$ cat src/rtl/dual_prio_pkg.sv
// Shared sizing, FSM state encoding and index-to-grant mapping for the
// dual priority grant decoder.
package dual_prio_pkg;

  localparam int N_REQ = 12;
  localparam int IDX_W = 4;

  typedef enum logic [1:0] {
    ST_IDLE = 2'd0,
    ST_G1   = 2'd1,
    ST_G2   = 2'd2
  } state_t;

  // Index 0 is the MSB grant line; out-of-range indices map to an all-zero vector.
  function automatic logic [N_REQ-1:0] idx_to_onehot(input logic [IDX_W-1:0] idx);
    logic [N_REQ-1:0] v;
    v = '0;
    for (int i = 0; i < N_REQ; i++) begin
      if (idx == IDX_W'(i)) v[N_REQ-1-i] = 1'b1;
    end
    return v;
  endfunction

endpackage

$ cat src/rtl/prio_index_decoder.sv
// Combinational priority-index decoder: one-hot grant vector plus range flag.
module prio_index_decoder
  import dual_prio_pkg::*;
(
  input  logic [IDX_W-1:0] idx,
  output logic [N_REQ-1:0] onehot,
  output logic             in_range
);

  assign onehot   = idx_to_onehot(idx);
  assign in_range = ({1'b0, idx} < (IDX_W+1)'(N_REQ));

endmodule

$ cat src/rtl/dual_priority_grant_decoder.sv
// Accepts one {first, second} priority-index pair and replays it as up to two
// registered one-hot grants, each held until the consumer accepts it.
module dual_priority_grant_decoder
  import dual_prio_pkg::*;
(
  input  logic             clk,
  input  logic             rst,
  input  logic             in_valid,
  output logic             in_ready,
  input  logic [IDX_W-1:0] y1,
  input  logic             y1_vld,
  input  logic [IDX_W-1:0] y2,
  input  logic             y2_vld,
  output logic [N_REQ-1:0] grant,
  output logic             grant_valid,
  input  logic             grant_ready,
  output logic             grant_last,
  output logic             err
);

  state_t           state, state_nx;
  logic [N_REQ-1:0] grant_nx;
  logic             grant_valid_nx, grant_last_nx, err_nx;
  logic [N_REQ-1:0] y2_grant, y2_grant_nx;
  logic             y2_kept, y2_kept_nx;

  logic [N_REQ-1:0] y1_onehot, y2_onehot;
  logic             y1_in_range, y2_in_range;
  logic             accept, y1_keep, y2_keep, malformed;

  prio_index_decoder u_dec_y1 (.idx(y1), .onehot(y1_onehot), .in_range(y1_in_range));
  prio_index_decoder u_dec_y2 (.idx(y2), .onehot(y2_onehot), .in_range(y2_in_range));

  assign in_ready = (state == ST_IDLE) && !rst;
  assign accept   = in_valid && in_ready;

  assign y1_keep   = y1_vld && y1_in_range;
  assign y2_keep   = y1_keep && y2_vld && y2_in_range && (y2 > y1);
  assign malformed = (y1_vld && !y1_in_range) ||
                     (y2_vld && !y1_vld) ||
                     (y2_vld && !y2_in_range) ||
                     (y1_vld && y2_vld && (y2 <= y1));

  always_ff @(posedge clk or posedge rst) begin
    if (rst) begin
      state       <= ST_IDLE;
      grant       <= '0;
      grant_valid <= 1'b0;
      grant_last  <= 1'b0;
      err         <= 1'b0;
      y2_grant    <= '0;
      y2_kept     <= 1'b0;
    end else begin
      state       <= state_nx;
      grant       <= grant_nx;
      grant_valid <= grant_valid_nx;
      grant_last  <= grant_last_nx;
      err         <= err_nx;
      y2_grant    <= y2_grant_nx;
      y2_kept     <= y2_kept_nx;
    end
  end

  always_comb begin
    state_nx       = state;
    grant_nx       = grant;
    grant_valid_nx = grant_valid;
    grant_last_nx  = grant_last;
    err_nx         = 1'b0;
    y2_grant_nx    = y2_grant;
    y2_kept_nx     = y2_kept;
    case (state)
      ST_IDLE: begin
        if (accept) begin
          err_nx      = malformed;
          y2_grant_nx = y2_onehot;
          y2_kept_nx  = y2_keep;
          // A pair without a usable first index is consumed without granting.
          if (y1_keep) begin
            state_nx       = ST_G1;
            grant_nx       = y1_onehot;
            grant_valid_nx = 1'b1;
            grant_last_nx  = !y2_keep;
          end
        end
      end
      ST_G1: begin
        if (grant_ready) begin
          if (y2_kept) begin
            state_nx      = ST_G2;
            grant_nx      = y2_grant;
            grant_last_nx = 1'b1;
          end else begin
            state_nx       = ST_IDLE;
            grant_nx       = '0;
            grant_valid_nx = 1'b0;
            grant_last_nx  = 1'b0;
          end
          y2_kept_nx = 1'b0;
        end
      end
      ST_G2: begin
        if (grant_ready) begin
          state_nx       = ST_IDLE;
          grant_nx       = '0;
          grant_valid_nx = 1'b0;
          grant_last_nx  = 1'b0;
        end
      end
      default: begin
        state_nx       = ST_IDLE;
        grant_nx       = '0;
        grant_valid_nx = 1'b0;
        grant_last_nx  = 1'b0;
        y2_kept_nx     = 1'b0;
      end
    endcase
  end

endmodule

$ cat config.mk
export PLATFORM = sky130hd
export DESIGN_NAME = dual_priority_grant_decoder
export DESIGN_NICKNAME = d
export VERILOG_FILES = /design/src/rtl/dual_prio_pkg.sv /design/src/rtl/prio_index_decoder.sv /design/src/rtl/dual_priority_grant_decoder.sv
export SDC_FILE = /design/constraint.sdc
export NUM_CORES = 1
export LEC_CHECK = 0
export BUFFER_PORTS_ARGS = -buffer_cell sky130_fd_sc_hd__buf_4
export CORE_UTILIZATION = 49
export DETAILED_ROUTE_END_ITERATION = 6
export HOLD_SLACK_MARGIN = 0.15
export MAX_ROUTING_LAYER = met4
export PLACE_DENSITY = 0.75
export SYNTH_ARGS = -nofsm -noshare
export SYNTH_HDL_FRONTEND = slang
export SYNTH_SLANG_ARGS = --single-unit
$ cat constraint.sdc
create_clock -name clk -period 1.55 [get_ports clk]
set_clock_uncertainty 0.05 [all_clocks]
set_input_delay 0.0775 -clock clk [delete_from_list [all_inputs] [get_ports clk]]
set_output_delay 0.0775 -clock clk [all_outputs]
set_load 0.1 [all_outputs]
**Word level (Yosys, flattened, before mapping)**

Index checks and enable logic that the tools add are counted.

- Reductions and logical operators: 26
- Equal/unequal tests: 29
- Mux-type cells: 51
- Bitwise logic cells: 1
- Order comparisons: 4

Operator list:

| operator | number |
|---|---|
| 12-bit 2-to-1 mux | 5 |
| 1-bit 2-to-1 mux | 36 |
| 12-bit one-hot mux with 3 select lines | 1 |
| 4-bit by 3-bit == test with 1-bit output, second input constant | 8 |
| 4-bit == test, second input constant | 8 |
| 4-bit by 2-bit == test with 1-bit output, second input constant | 4 |
| 1-bit logical AND | 11 |
| 2-bit 2-to-1 mux | 5 |
| 2-bit != test, second input constant | 5 |
| 1-bit one-hot mux with 3 select lines | 3 |
| 4-bit by 1-bit == test with 1-bit output, second input constant | 2 |
| 4-bit logical NOT | 2 |
| 4-bit < comparator, second input constant | 2 |
| 2-bit one-hot mux with 3 select lines | 1 |
| 1-bit logical NOT | 5 |
| 5-bit AND reduction | 1 |
| 4-bit > comparator | 1 |
| 4-bit <= comparator | 1 |
| 4-bit AND reduction | 1 |
| 1-bit logical OR | 3 |
| 3-bit AND reduction | 1 |
| 2-bit by 1-bit == test with 1-bit output, second input constant | 1 |
| 2-bit == test, second input constant | 1 |
| 2-bit logical NOT | 1 |
| 2 further kinds | 2 |

- Output and inout bits: 16
- Bits of input ports: 14
- Logic and storage cells: 118
- Bits in registers: 30

**Logic depth before layout (Yosys ltp)**

Gate-level depths: netlist (run 1).

- Word-level depth: 9
- Gate-level depth with buffers: 6
- Mapped depth without buffers: 6

**By module**

From an unflattened synthesis (run 1), not the netlist that was laid out.

- Cell total of the unflattened synthesis: 156
- Area, all modules: 1893.1 µm²

By module, submodules not included:

| module | cells each | instances | area each (µm²) | seq. area each (µm²) |
|---|---|---|---|---|
| dual_priority_grant_decoder | 122 | 1 | 1397.6 | 750.7 |
| prio_index_decoder | 17 | 2 | 247.7 | 0.0 |

**Worst setup path after synthesis (run 1)**

Ideal clock, no wire load.

- Path kind: register to register
- From: reg state[0]
- To: reg y2_grant[10]
- Path slack: -585 ps
- Stages on the path, launching flop included: 6
- Period minus slack after synthesis: 2135 ps
- Required time: 1396 ps
- Arrival time: 1982 ps
- Buffers on the path: 2
- Setup time: 104 ps
- Cell sequence: dfrtp_1 -> buf_6 -> nor3_4 -> nand2_2 -> buf_6 -> o41ai_2

- Word-level cells in the longest chain between the ends: 4

RTL lines:

| what | RTL line | source |
|---|---|---|
| start: declaration | dual_priority_grant_decoder.sv:21 | `state_t state, state_nx;` |
| start signal: assignment | dual_priority_grant_decoder.sv:54 | `state <= state_nx;` |
| 2-bit logical NOT | dual_priority_grant_decoder.sv:34 | `assign in_ready = (state == ST_IDLE) && !rst;` |
| 1-bit logical AND | dual_priority_grant_decoder.sv:34 |  |
| via in_ready | dual_priority_grant_decoder.sv:9 | `output logic in_ready,` |
| 1-bit logical AND | dual_priority_grant_decoder.sv:35 | `assign accept = in_valid && in_ready;` |
| 2-bit AND reduction (no source line) | -- |  |
| end signal: assignment | dual_priority_grant_decoder.sv:59 | `y2_grant <= y2_grant_nx;` |
| end: declaration | dual_priority_grant_decoder.sv:24 | `logic [N_REQ-1:0] y2_grant, y2_grant_nx;` |

The timed path passes the listed nets, and every way through them passes these cells.
A chain may end at the register's enable or synchronous reset.

**Worst setup path after layout (run 1)**

- From: reg state[1]
- To: reg state[1]

- Word-level cells in the longest chain between the ends: 5
- Elaborated cells between the ends (all ways): 11
- Those cells by class: 6 x eq/ne; 1 x mux; 4 x reduce/logical

RTL lines:

| what | RTL line |
|---|---|
| 2-bit logical NOT | dual_priority_grant_decoder.sv:34, dual_priority_grant_decoder.sv:72 |
| 1-bit logical AND | dual_priority_grant_decoder.sv:34 |
| 1-bit logical AND | dual_priority_grant_decoder.sv:35 |
| 2-bit != test (no source line) | -- |
| 4-bit AND reduction (no source line) | -- |

Parallel ways exist; a longest one is shown, timed or not.

==> metrics.md, run 1 <==
| Metric | Value |
|---|---|
| Hold_sp | `y1[3]` |
| Drt first pass iters | `4` |
| Starting Density | `51.39%` |
| Sequential share of the synthesized area | `between 40% and 50%` |
| CTS tree | `built` |
| Uppermost routed layer | `met4` |
| Synth top area share | `47.85%` |
| Hold Crit Depth | `4` |
| Launching element type of the critical path | `flip-flop` |
| Worst Path Arrival | `approximately 1700 ps` |
| Chip Height | `between 50 and 60 um` |
| Final setup vio count | `0` |
| Worst-Skew Late Latency | `330 ps` |
| Total number of clock tree sinks | `30` |
| Layout fillers | `~240` |
| Share of the clock period used by the worst path after layout | `between 90% and 100%` |
| Port bufs | `29` |
| Num ports | `30` |
| Unrepaired setup endpoints after global routing | `yes` |
| Post-layout net count | `between 200 and 250` |
| Result of the run | `complete, no violations` |
| Crit path launch | `state[1]` |
| Final global-route overflow total | `0` |
| Largest cells by area after synthesis | `sky130_fd_sc_hd__dfrtp_1 48%, sky130_fd_sc_hd__nand2_1 7.4%, sky130_fd_sc_hd__buf_6 3.6%, sky130_fd_sc_hd__ha_1 3.2%, sky130_fd_sc_hd__a22oi_1 2.9%` |
| Count of flip-flops with a built-in enable after synthesis | `0` |
| Global-route wire length before repair | `about 6300 um` |
| Vias in the first global route | `~1300` |
| Clock tree buffer depth | `2` |
| Cell type with the highest aggregate area in the netlist | `sky130_fd_sc_hd__dfrtp_1` |
| Yosys warning total | `0` |
| Die X-Extent | `~59 um` |
| Hold slack | `143.6 ps` |
| Count of placed standard cells including taps | `roughly 220` |
| Mean area per synthesized cell | `slightly above 10 sq um` |
| Via Count | `around 1400` |
| Post-synthesis adder-cell area fraction | `under 10%` |
| Final-layout setup total negative slack | `0 ps` |
| Area enclosed by the die boundary | `0.003432 sq mm` |
| Cell at the root of the clock tree | `sky130_fd_sc_hd__clkbuf_4` |
| Static Leak | `0.9865 nW` |
| WS Path Type | `flip-flop to flip-flop` |
| Depth of the CTS H-tree | `2` |
| Worst-margin pin slew | `~380 ps` |
| Maximum number of pins on one net before global-route repair | `31` |
| Cell row count | `20` |
| Max-slew violation count | `0` |
| Sum of routed wire length over all layers | `between 3000 and 4000 um` |
| Share of cells above drive strength 1 | `a little under a third` |
| Number of buffers added by the clock tree synthesis step | `5` |
| Met3 Routed Length | `approximately 140 um` |
| Pwr per Cell Area | `around 920 mW/mm^2` |
| Number of non-filler instances in the completed layout | `~250` |
| Endpoint required time on the critical path | `around 1700 ps` |
| Reg clk slew, reported paths | `80 ps` |
| Total power after layout | `around 0.0019 W` |
| Detail-routed via count per cell | `~5.5` |
| Fraction of registers with async set or reset after synthesis | `100.0%` |
| Critical Path Fanout Max | `7` |
| Standard cell core area | `0.003053 sq mm` |
| Final number of hold-violating endpoints | `0` |
| Number of flip-flops and latches in the synthesized netlist | `30` |
| Count of nets left with antenna violations after detail routing | `0` |
| Maximum vdd ir drop | `0.5384 mV` |
| Antenna violations before repair | `0` |
| Max Cap Violations | `0` |
| Main combinational cell family by area after synthesis | `compound AO/OA/AOI/OAI gates` |
| Synthesized-area fraction occupied by and/or/nand/nor cells | `between 10% and 20%` |
| Met2 layer wire length in the routed design | `between 1500 and 2000 um` |
| Post-Syn Area | `around 0.0016 sq mm` |
| DRC | `0` |
| Post-synthesis net count | `between 150 and 200` |
| Logic depth of the worst register-to-register path | `3` |
| Worst setup EP type | `flip-flop` |
| Final estimated routing congestion in global placement | `roughly 0.87` |
| Parity-gate share of the synthesized area counting xor and xnor cells | `0%` |
| Path class of the lowest-slack min-delay path | `input port to flip-flop` |
| Number of diodes | `0` |
| Average wire per standard cell | `approximately 15 um` |
| Multiplexer share of the synthesized area | `under 10%` |
| Startpoint of the lowest-slack register-to-register path | `state[1]` |
| Primary flip-flop cell chosen by synthesis mapping | `sky130_fd_sc_hd__dfrtp_1` |
| Relative slew slack | `between 70% and 80%` |
| All-Layer GR Usage | `between 20% and 30%` |
| Number of violations reported at the end of detailed-routing iteration 0 | `66` |
| Post-layout min period | `approximately 1500 ps` |
| Met1 routed wirelength after detailed routing | `approximately 1700 um` |
| Gate count after technology mapping | `between 150 and 200` |
| Number of distinct standard cells referenced by the synthesized netlist | `37` |
| Area of the multi-input gates | `roughly 740 sq um` |
| DP Wirelength | `2531 um` |
| Area fraction in compound gates after synthesis | `between 20% and 30%` |
| Post-synthesis to final-layout area growth | `33.89%` |
| Area taken by flip-flops and latches | `753.2 sq um` |
| Achievable frequency | `~0.65 GHz` |
[synthesized netlist by cell type, types with 4 or more instances]
cell type                  n
sky130_fd_sc_hd__nand2_1  31
sky130_fd_sc_hd__dfrtp_1  30
sky130_fd_sc_hd__a22oi_1   6
sky130_fd_sc_hd__inv_1     6
sky130_fd_sc_hd__o21ai_0   6
sky130_fd_sc_hd__a32oi_1   5
sky130_fd_sc_hd__buf_6     5
sky130_fd_sc_hd__o21ai_1   5
sky130_fd_sc_hd__o31ai_1   5
sky130_fd_sc_hd__o41ai_1   5
sky130_fd_sc_hd__a21oi_1   4
sky130_fd_sc_hd__ha_1      4
sky130_fd_sc_hd__nor2_1    4
sky130_fd_sc_hd__o21ai_2   4
[power by group]
part	switching (W)	internal (W)	leakage, nW
registers	0.0000391	0.000836	0.406
logic	0.000444	0.000193	0.550
clock network	0.000259	0.000162	0.0308
[logic make-up (layout without fill, tap and decap cells)]
family | Yosys count | in the layout
AOI/OAI and AO/OA | 47 | 47
muxes | 3 | 3
adders and majority gates | 4 | 4
and+or+nand+nor | 52 | 52
DFF | 30 | 30
buffers and inverters | 15 | 68
[layout make-up]
type / instances / share of cell area [%]
flip-flops and latches: 30 / 35.85
multi-input cells: 106 / 35.32
repair buffers: 55 / 22.87
well taps: 44 / 2.621
clock buffers: 5 / 1.787
inverters: 6 / 1.072
clock inverters: 2 / 0.4765
[worst paths after layout]
kind,to,slack (ps)
worst max-delay path,state[1],20
worst min-delay path,grant_valid,140
worst max register to register,state[1],20
worst min register to register,grant[7],440
max in group asynchronous,state[1],770
min in group asynchronous,y2_grant[6],370
[timing repair]
| item | CTS | global route |
|---|---|---|
| gates resized for setup | 0 | 7 |
| endpoints found under the setup margin | 0 | 20 |
| hold buffers | 17 | 1 |
| hold endpoints to repair | 53 | 2 |
| setup buffers | 0 | 1 |
[worst max-delay path, stage by stage (launching register included)]
cell and delay, ps:
sky130_fd_sc_hd__dfrtp_2 480, sky130_fd_sc_hd__nor2_1 280, sky130_fd_sc_hd__a2bb2oi_4 280, sky130_fd_sc_hd__mux2_4 330
[per-stage QoR]
stage	util, %	setup slack, ps	instance area [sq um]
floorplan	-	-570.4	1573
global placement	60.70	67.47	1853
detailed placement	60.70	7.540	1853
CTS	67.83	2.236	2071
global route	68.81	-11.01	2101
finish	68.81	18.62	2101
[flip-flops by register name (all words and copies together), names as in the netlist]
register,count
grant,12
y2_grant,12
state,2
err,1
grant_last,1
grant_valid,1
y2_kept,1
[metal layers]
layer / GRT usage [%] / vias up
li1: - / 666
met1: 32.52 / 660
met2: 41.05 / 31
met3: 4.396 / 9
met4: 13.27 / 0
met5: - / -
[cells in the final DEF, fill, tap and decap left out, drive strengths merged, types with 3 or more instances in the layout]
cell type,Yosys,routed
nor3,3,3
nand2,32,32
o21ai,15,15
a21oi,4,4
dlygate4sd3,0,17
dfrtp,30,30
o31ai,5,5
clkbuf,2,5
ha,4,4
nand2b,3,3
nor2,4,4
inv,6,6
a22oi,6,6
buf,7,38
o41ai,6,6
a32oi,5,5
(Power assumes the default switching activity.)
==> run 2, diff against run 1 <==
--- a/config.mk
+++ b/config.mk
@@ -7,10 +7,11 @@
 export LEC_CHECK = 0
 export BUFFER_PORTS_ARGS = -buffer_cell sky130_fd_sc_hd__buf_4
-export CORE_UTILIZATION = 49
+export CORE_UTILIZATION = 51
 export DETAILED_ROUTE_END_ITERATION = 6
 export HOLD_SLACK_MARGIN = 0.15
 export MAX_ROUTING_LAYER = met4
-export PLACE_DENSITY = 0.75
+export PLACE_DENSITY = 0.76
 export SYNTH_ARGS = -nofsm -noshare
 export SYNTH_HDL_FRONTEND = slang
+export SYNTH_HIERARCHICAL = 1
 export SYNTH_SLANG_ARGS = --single-unit
==> constraint.sdc (replaced) <==
create_clock -name clk -period 1.55 [get_ports clk]
set_clock_uncertainty 0.05 [all_clocks]
set_input_delay 0.2325 -clock clk [delete_from_list [all_inputs] [get_ports clk]]
set_output_delay 0.2325 -clock clk [all_outputs]
set_load 0.1 [all_outputs]
==> run 2 against run 1 <==
Against the previous run: the flow now finishes with violations (setup timing); hold slack better by 47 ps; synthesized area up 21%; global-route usage down 2.0 points; final cell count up 0.81%; core utilization up 2.2 points; sequential cell count unchanged; critical path depth up 2; die area up 15%; worst setup slack worse by 74 ps; critical path type unchanged; critical endpoint is now grant[7]; largest cell class is now multi-input gates.
==> metrics.md, run 2 <==
| Metric | Value |
|---|---|
| Total number of clock tree sinks | `30 (unchanged)` |
| Post-layout min period | `1606 ps (+74.25 ps)` |
| Leading cell type in the layout, fill and taps excluded | `sky130_fd_sc_hd__buf_4` |
| Synth top area share | `39.66% (-8.2 points)` |
| List of most frequent post-synthesis cells | `30 x sky130_fd_sc_hd__dfrtp_1, 16 x sky130_fd_sc_hd__nand2_1, 15 x sky130_fd_sc_hd__o21ai_0, 14 x sky130_fd_sc_hd__mux2_2, 12 x sky130_fd_sc_hd__a22oi_1` |
| Antenna violations before repair | `0 (unchanged)` |
| Mean area per synthesized cell | `12.14 sq um (+17%)` |
| Gate count after technology mapping | `156 (+3.3%)` |
| Most frequent cells in the layout | `46 x sky130_fd_sc_hd__buf_4, 28 x sky130_fd_sc_hd__dfrtp_1, 16 x sky130_fd_sc_hd__nand2_1, 14 x sky130_fd_sc_hd__o21ai_1, 12 x sky130_fd_sc_hd__a22oi_1` |
| Maximum number of pins on one net before global-route repair | `31 (unchanged)` |
| Vias in the first global route | `1443 (+8.2%)` |
| Num ports | `30 (unchanged)` |
| Achievable frequency | `0.6228 GHz (-4.6%)` |
| Number of diodes | `0 (unchanged)` |
| Max stage delay cell, worst path | `sky130_fd_sc_hd__dfrtp_2` |
| Cell at the root of the clock tree | `sky130_fd_sc_hd__clkbuf_8` |
| Static Leak | `1.140 nW (+16%)` |
| Worst setup EP type | `flip-flop` |
| Final estimated routing congestion in global placement | `0.7711 (-11%)` |
| Unrepaired setup endpoints after global routing | `yes` |
| Worst-margin pin slew | `391.3 ps (+6.539 ps)` |
| Violations in the final reports | `setup timing` |
| Worst-Skew Late Latency | `290 ps (-40 ps)` |
| Standard cell core area | `0.003442 sq mm (+13%)` |
| Final setup vio count | `7 (+7)` |
| Max-slew violation count | `0 (unchanged)` |
| Number of non-filler instances in the completed layout | `250 (+0.81%)` |
| Depth of the CTS H-tree | `2 (unchanged)` |
| Die X-Extent | `62.93 um (+7.4%)` |
| Pwr per Cell Area | `1383 mW/mm^2 (+50%)` |
| Primary flip-flop cell chosen by synthesis mapping | `sky130_fd_sc_hd__dfrtp_1` |
| Post-layout net count | `221 (-0.45%)` |
| Area of the multi-input gates | `0.001036 sq mm (+40%)` |
| Area taken by flip-flops and latches | `753.2 sq um (unchanged)` |
| Util after Layout | `70.99% (+2.2 points)` |
| Critical Path, Cell by Cell | `maj3_2, a31oi_4, buf_12, nand2_1, o21ai_1` |
| Yosys warning total | `6 (+6)` |
| WS Path Type | `flip-flop to flip-flop` |
| Max Cap Violations | `0 (unchanged)` |
| Share of cells above drive strength 1 | `45.59% (+14 points)` |
| Post-synthesis net count | `174 (+3.0%)` |
| CTS tree | `built` |
| Count of flip-flops with a built-in enable after synthesis | `0 (unchanged)` |
| Number of buffers added by the clock tree synthesis step | `5 (unchanged)` |
| Largest cells by area after synthesis | `sky130_fd_sc_hd__dfrtp_1 40%, sky130_fd_sc_hd__nor4b_4 11%, sky130_fd_sc_hd__mux2_2 8.3%, sky130_fd_sc_hd__buf_6 5.4%, sky130_fd_sc_hd__and4bb_1 5.3%` |
| Number of flip-flops and latches in the synthesized netlist | `30 (unchanged)` |
| Final global-route overflow total | `0 (unchanged)` |
| Port bufs | `29 (unchanged)` |
| Clock tree buffer depth | `2 (unchanged)` |
| Slowest Stage Delay on Critical Path | `450 ps (-30 ps)` |
| Fraction of registers with async set or reset after synthesis | `100.0% (unchanged)` |
| Number of violations reported at the end of detailed-routing iteration 0 | `104 (+58%)` |
| Via Count | `1413 (+3.4%)` |
| Endpoint required time on the critical path | `1700 ps (about the same)` |
| Count of placed standard cells including taps | `235 (+5.4%)` |
| Layout Cell Area excl Fill | `0.002444 sq mm (+16%)` |
| Chip Height | `62.93 um (+7.4%)` |
| DP Wirelength | `2838 um (+12%)` |
| Result of the run | `complete, but fails checks` |
| Count of nets left with antenna violations after detail routing | `0 (unchanged)` |
| Post-synthesis to final-layout area growth | `29.08%` |
| Reg clk slew, reported paths | `70 ps (about the same)` |
| Layout fillers | `231 (-4.5%)` |
| Number of distinct standard cells referenced by the synthesized netlist | `30 (-19%)` |
| Path class of the lowest-slack min-delay path | `input port to flip-flop` |
| Final number of hold-violating endpoints | `0 (unchanged)` |
| Reg-to-reg setup timing slack | `-60 ps (-70 ps)` |
| Worst Slack Setup Final | `-55.63 ps (-74.25 ps)` |
| Cell type with the highest aggregate area in the netlist | `sky130_fd_sc_hd__dfrtp_1` |
| Starting Density | `55.00% (+3.6 points)` |
| Share of the clock period used by the worst path after layout | `103.6% (+4.8 points)` |
| Relative slew slack | `73.92% (-0.44 points)` |
| Sum of routed wire length over all layers | `4449 um (+17%)` |
| Sequential share of the synthesized area | `39.66% (-8.2 points)` |
| All-Layer GR Usage | `24.04% (-2.0 points)` |
| Cell row count | `21 (+5.0%)` |
| Worst Path Arrival | `1750 ps (+50 ps)` |
| Cell area reported after detailed placement | `0.002213 sq mm (+19%)` |
| Most repeated cell in the gate-level netlist after synthesis | `sky130_fd_sc_hd__dfrtp_1` |
| DRC | `0 (unchanged)` |
| Launching element type of the critical path | `flip-flop` |
| Critical Path Fanout Max | `24 (+17)` |
| Detail-routed via count per cell | `5.652 (+2.6%)` |
| Drt first pass iters | `4 (unchanged)` |
| Maximum vdd ir drop | `0.4771 mV (-11%)` |
| Post-Syn Area | `0.001893 sq mm (+21%)` |
| Regs by FF count | `grant: 12 flops, y2_grant: 12 flops, state: 2 flops` |
| Average wire per standard cell | `17.80 um (+16%)` |
| Area enclosed by the die boundary | `0.003960 sq mm (+15%)` |
| Global-route wire length before repair | `7051 um (+11%)` |
[run 2: layout make-up]
class / instances / share of cell area [%]
Timing Repair Buffer: 54 / 19.76
Clock inverter: 1 / 0.2048
Inverter: 6 / 0.9217
Clock buffer: 7 / 3.533
Tap cell: 46 / 2.355
Multi-Input combinational cell: 106 / 42.40
Sequential cell: 30 / 30.82
[run 2: per-layer routing]
| metal | vias to the layer above | GRT usage (%) | routed length (um) |
|---|---|---|---|
| met4 | 0 | 13.08 | 65 |
| met3 | 7 | 4.015 | 145 |
| met2 | 31 | 36.56 | 2197 |
| li1 | 674 | - | - |
| met1 | 701 | 30.35 | 2040 |
| met5 | - | - | 0 |
[run 2: final timing paths]
path / cells after the start / from / to
max reg2reg: 5 / state[0] / grant[7]
min reg2reg: 2 / grant[3] / grant[3]
max in group asynchronous: 4 / rst / state[1]
max: 5 / state[0] / grant[7]
min in group asynchronous: 4 / rst / state[0]
min: 3 / y2_vld / err
[run 2: cells by family (layout without fill, tap and decap cells)]
family	after synthesis	count (layout)	synth area share [%]
adder cells (fa/ha/maj)	5	5	3.173
flip-flops	30	30	39.66
AND/OR/NAND/NOR	52	52	28.35
buffers and inverters	20	68	7.866
AO/OA/AOI/OAI	34	34	12.10
multiplexers	15	15	8.857
[run 2: through the flow]
stage	power (W)	setup WS [ps]	hold slack [ps]	setup TNS, ps
floorplan	0.002194	-121.8	273.2	-2363
global placement	0.002515	-120.6	311.8	-1563
detailed placement	0.002553	-252.5	322.9	-3106
CTS	0.003286	-20.08	189.8	-39.55
global route	0.003521	-124.1	208.7	-868.3
finish	0.003380	-55.63	190.7	-138.7
[run 2: timing repair]
item / in CTS / in global routing
hold buffers: 1 / 0
resized for setup: 11 / 16
buffers inserted: 3 / 2
pin swaps: 3 / 2
setup endpoints to repair: 29 / 30
gates cloned: 0 / 1
hold endpoints to repair: 30 / 0
[run 2: critical path: cells and delay by family, from the launching register on]
| family | cells | cell delay (ps) |
|---|---|---|
| DFF | 1 | 450 |
| AOI/OAI and AO/OA | 2 | 380 |
| adders and majority gates | 1 | 350 |
| buffers and inverters | 1 | 200 |
| and+or+nand+nor | 1 | 80 |
[run 2: power breakdown]
group          total (W)  switching, W  internal (W)
clock           0.000642      0.000285      0.000357
combinational    0.00171       0.00116      0.000556
sequential       0.00102      0.000102      0.000923
total            0.00338       0.00154       0.00184
==> run 3, diff against run 2 <==
Settings changed: REMOVE_ABC_BUFFERS set to 1.
==> run 3 against run 2 <==
Against the previous run: the run still ends with setup timing left; die area unchanged; via count decreased by 2.5%; worst setup slack improved by 23 ps; wire length decreased by 9.4%; critical path type is now flip-flop to primary output; largest cell class unchanged; highest routed layer unchanged.
==> metrics.md, run 3 (synthesis results as in run 2) <==
| Metric | Value |
|---|---|
| Reg-to-reg setup timing slack | `-10 ps (+50 ps)` |
| Share of the clock period used by the worst path after layout | `102.1% (-1.5 points)` |
| Max-slew violation count | `0 (unchanged)` |
| DRC | `0 (unchanged)` |
| Standard cell core area | `0.003442 sq mm (unchanged)` |
| Max Cap Violations | `0 (unchanged)` |
| Detail-routed via count per cell | `5.598 (-0.96%)` |
| Fraction of met2 tracks used by global routing | `35.08% (-1.5 points)` |
| All-Layer GR Usage | `22.71% (-1.3 points)` |
| Unrepaired setup endpoints after global routing | `yes` |
| Number of violations reported at the end of detailed-routing iteration 0 | `74 (-29%)` |
| Endpoint required time on the critical path | `1270 ps (-430 ps)` |
| Post-layout net count | `218 (-1.4%)` |
| Num ports | `30 (unchanged)` |
| Post-layout min period | `1583 ps (-22.90 ps)` |
| Die X-Extent | `62.93 um (unchanged)` |
| Worst-margin pin slew | `384.1 ps (-7.177 ps)` |
| Port bufs | `29 (unchanged)` |
| Post-synthesis to final-layout area growth | `23.46%` |
| Cell at the root of the clock tree | `sky130_fd_sc_hd__clkbuf_8` |
| Via Count | `1377 (-2.5%)` |
| Final setup vio count | `2 (-5)` |
| Relative slew slack | `74.39% (+0.48 points)` |
| Result of the run | `complete, but fails checks` |
| CTS tree | `built` |
| Startpoint of the lowest-slack register-to-register path | `state[0]` |
| Busiest grt layer | `met2` |
| Starting Density | `55.00% (unchanged)` |
| Number of diodes | `0 (unchanged)` |
| Worst Path Arrival | `1300 ps (-450 ps)` |
| Area enclosed by the die boundary | `0.003960 sq mm (unchanged)` |
| DP Wirelength | `2957 um (+4.2%)` |
| Achievable frequency | `0.6318 GHz (+1.4%)` |
| Clock tree buffer depth | `2 (unchanged)` |
| Reg clk slew, reported paths | `60 ps (about the same)` |
| Layout fillers | `257 (+11%)` |
| Violations in the final reports | `setup timing` |
| Average wire per standard cell | `16.39 um (-7.9%)` |
| Antenna violations before repair | `0 (unchanged)` |
| Final global-route overflow total | `0 (unchanged)` |
| Pwr per Cell Area | `1350 mW/mm^2 (-2.4%)` |
| Count of nets left with antenna violations after detail routing | `0 (unchanged)` |
| Launching element type of the critical path | `flip-flop` |
| Sum of routed wire length over all layers | `4033 um (-9.4%)` |
| Chip Height | `62.93 um (unchanged)` |
| Worst-Skew Late Latency | `270 ps (-20 ps)` |
| Total number of clock tree sinks | `30 (unchanged)` |
| Cell row count | `21 (unchanged)` |
| Maximum number of pins on one net before global-route repair | `31 (unchanged)` |
| Path class of the lowest-slack min-delay path | `input port to flip-flop` |
| Static Leak | `1.095 nW (-3.9%)` |
| Worst Slack Setup Final | `-32.73 ps (+22.90 ps)` |
| Worst setup EP type | `primary output` |
| Hold Crit Depth | `3 (unchanged)` |
| Logic depth of the worst register-to-register path | `3 (-2)` |
| Crit path launch | `state[1]` |
| Critical Path Fanout Max | `4 (-83%)` |
| WS Path Type | `flip-flop to primary output` |
| Global routing met3 resource utilization | `4.197% (+0.18 points)` |
| M1 GR Usage | `29.15% (-1.2 points)` |
| Maximum vdd ir drop | `0.5706 mV (+20%)` |
| Number of buffers added by the clock tree synthesis step | `5 (unchanged)` |
| Vias in the first global route | `1382 (-4.2%)` |
| Final number of hold-violating endpoints | `0 (unchanged)` |
| Depth of the CTS H-tree | `2 (unchanged)` |
| Drt first pass iters | `4 (unchanged)` |
| Reg2reg end | `state[1]` |
| Crit path to | `in_ready` |
| Final-layout setup total negative slack | `-40.81 ps (+97.89 ps)` |
| Global-route wire length before repair | `6679 um (-5.3%)` |
| Leading cell type in the layout, fill and taps excluded | `sky130_fd_sc_hd__buf_4` |
| Final estimated routing congestion in global placement | `0.8404 (+9.0%)` |
| Regs by FF count | `grant: 12 flops, y2_grant: 12 flops, state: 2 flops` |
| Most frequent cells in the layout | `46 x sky130_fd_sc_hd__buf_4, 28 x sky130_fd_sc_hd__dfrtp_1, 16 x sky130_fd_sc_hd__nand2_1, 14 x sky130_fd_sc_hd__mux2_2, 13 x sky130_fd_sc_hd__o21ai_0` |
| Total power after layout | `0.003156 W (-6.6%)` |
| Share of cells above drive strength 1 | `43.50% (-2.1 points)` |
run 3: cell types whose count changed in the layout (fill, tap and decap cells not counted), moves of 2 or more:
cell / previous run / this run
sky130_fd_sc_hd__mux2_4: 6 / 0
sky130_fd_sc_hd__o21ai_0: 1 / 13
sky130_fd_sc_hd__mux2_2: 8 / 14
sky130_fd_sc_hd__o21ai_1: 14 / 2
sky130_fd_sc_hd__buf_12: 4 / 2
run 3: area by class of cell:
cell class                      count  area [sq um]  share of cell area [%]
Multi-Input combinational cell    106          1006                   43.04
Sequential cell                    30         753.2                   32.23
Timing Repair Buffer               51         421.7                   18.04
Clock buffer                        7         76.32                   3.266
Tap cell                           46         57.56                   2.463
Inverter                            6         22.52                  0.9636
run 3: how the worst min path moves through the flow:
stage          endpoint    from  slack, ps
2_1_floorplan       err     rst        270
3_3_place_gp   state[1]     rst        300
3_5_place_dp   grant[4]     rst        310
4_1_cts             err  y2_vld        180
5_1_grt             err  y2_vld        210
6_report            err  y2_vld        190
run 3: repair_timing:
action | in CTS | in global routing
resized for setup | 4 | 9
pin swaps | 1 | 1
hold endpoints to repair | 30 | 0
buffers inserted | 1 | 1
hold buffers | 1 | 0
endpoints found under the setup margin | 28 | 30
run 3: critical path, stage by stage (launching register included):
cell and delay [ps]:
sky130_fd_sc_hd__dfrtp_2 440, sky130_fd_sc_hd__buf_4 150, sky130_fd_sc_hd__nor3_4 230, sky130_fd_sc_hd__buf_12 200
run 3: per-stage QoR:
stage	std cells	utilization, %	setup WS (ps)	cell area (sq um)	hold WS, ps
5_1_grt	246	67.90	-79.78	2337	205.3
6_report	246	67.90	-32.73	2337	188.2
3_5_place_dp	236	63.83	-88.40	2197	314.6
2_1_floorplan	142	-	-1279	1767	273.3
4_1_cts	245	66.96	-41.72	2305	184.7
3_3_place_gp	236	63.83	-9.449	2197	300.5
run 3: where the power goes:
| part | total (W) | internal (W) | switching [W] |
|---|---|---|---|
| combinational | 0.00156 | 0.000476 | 0.00108 |
| clock | 0.000574 | 0.000308 | 0.000266 |
| sequential | 0.00102 | 0.000923 | 0.000101 |
run 3: layer usage:
metal | share of wire [%] | vias to the layer above
met3 | 3.5 | 5
met4 | 1.3 | 0
li1 | - | 668
met2 | 49 | 33
met1 | 46 | 671
met5 | 0 | -
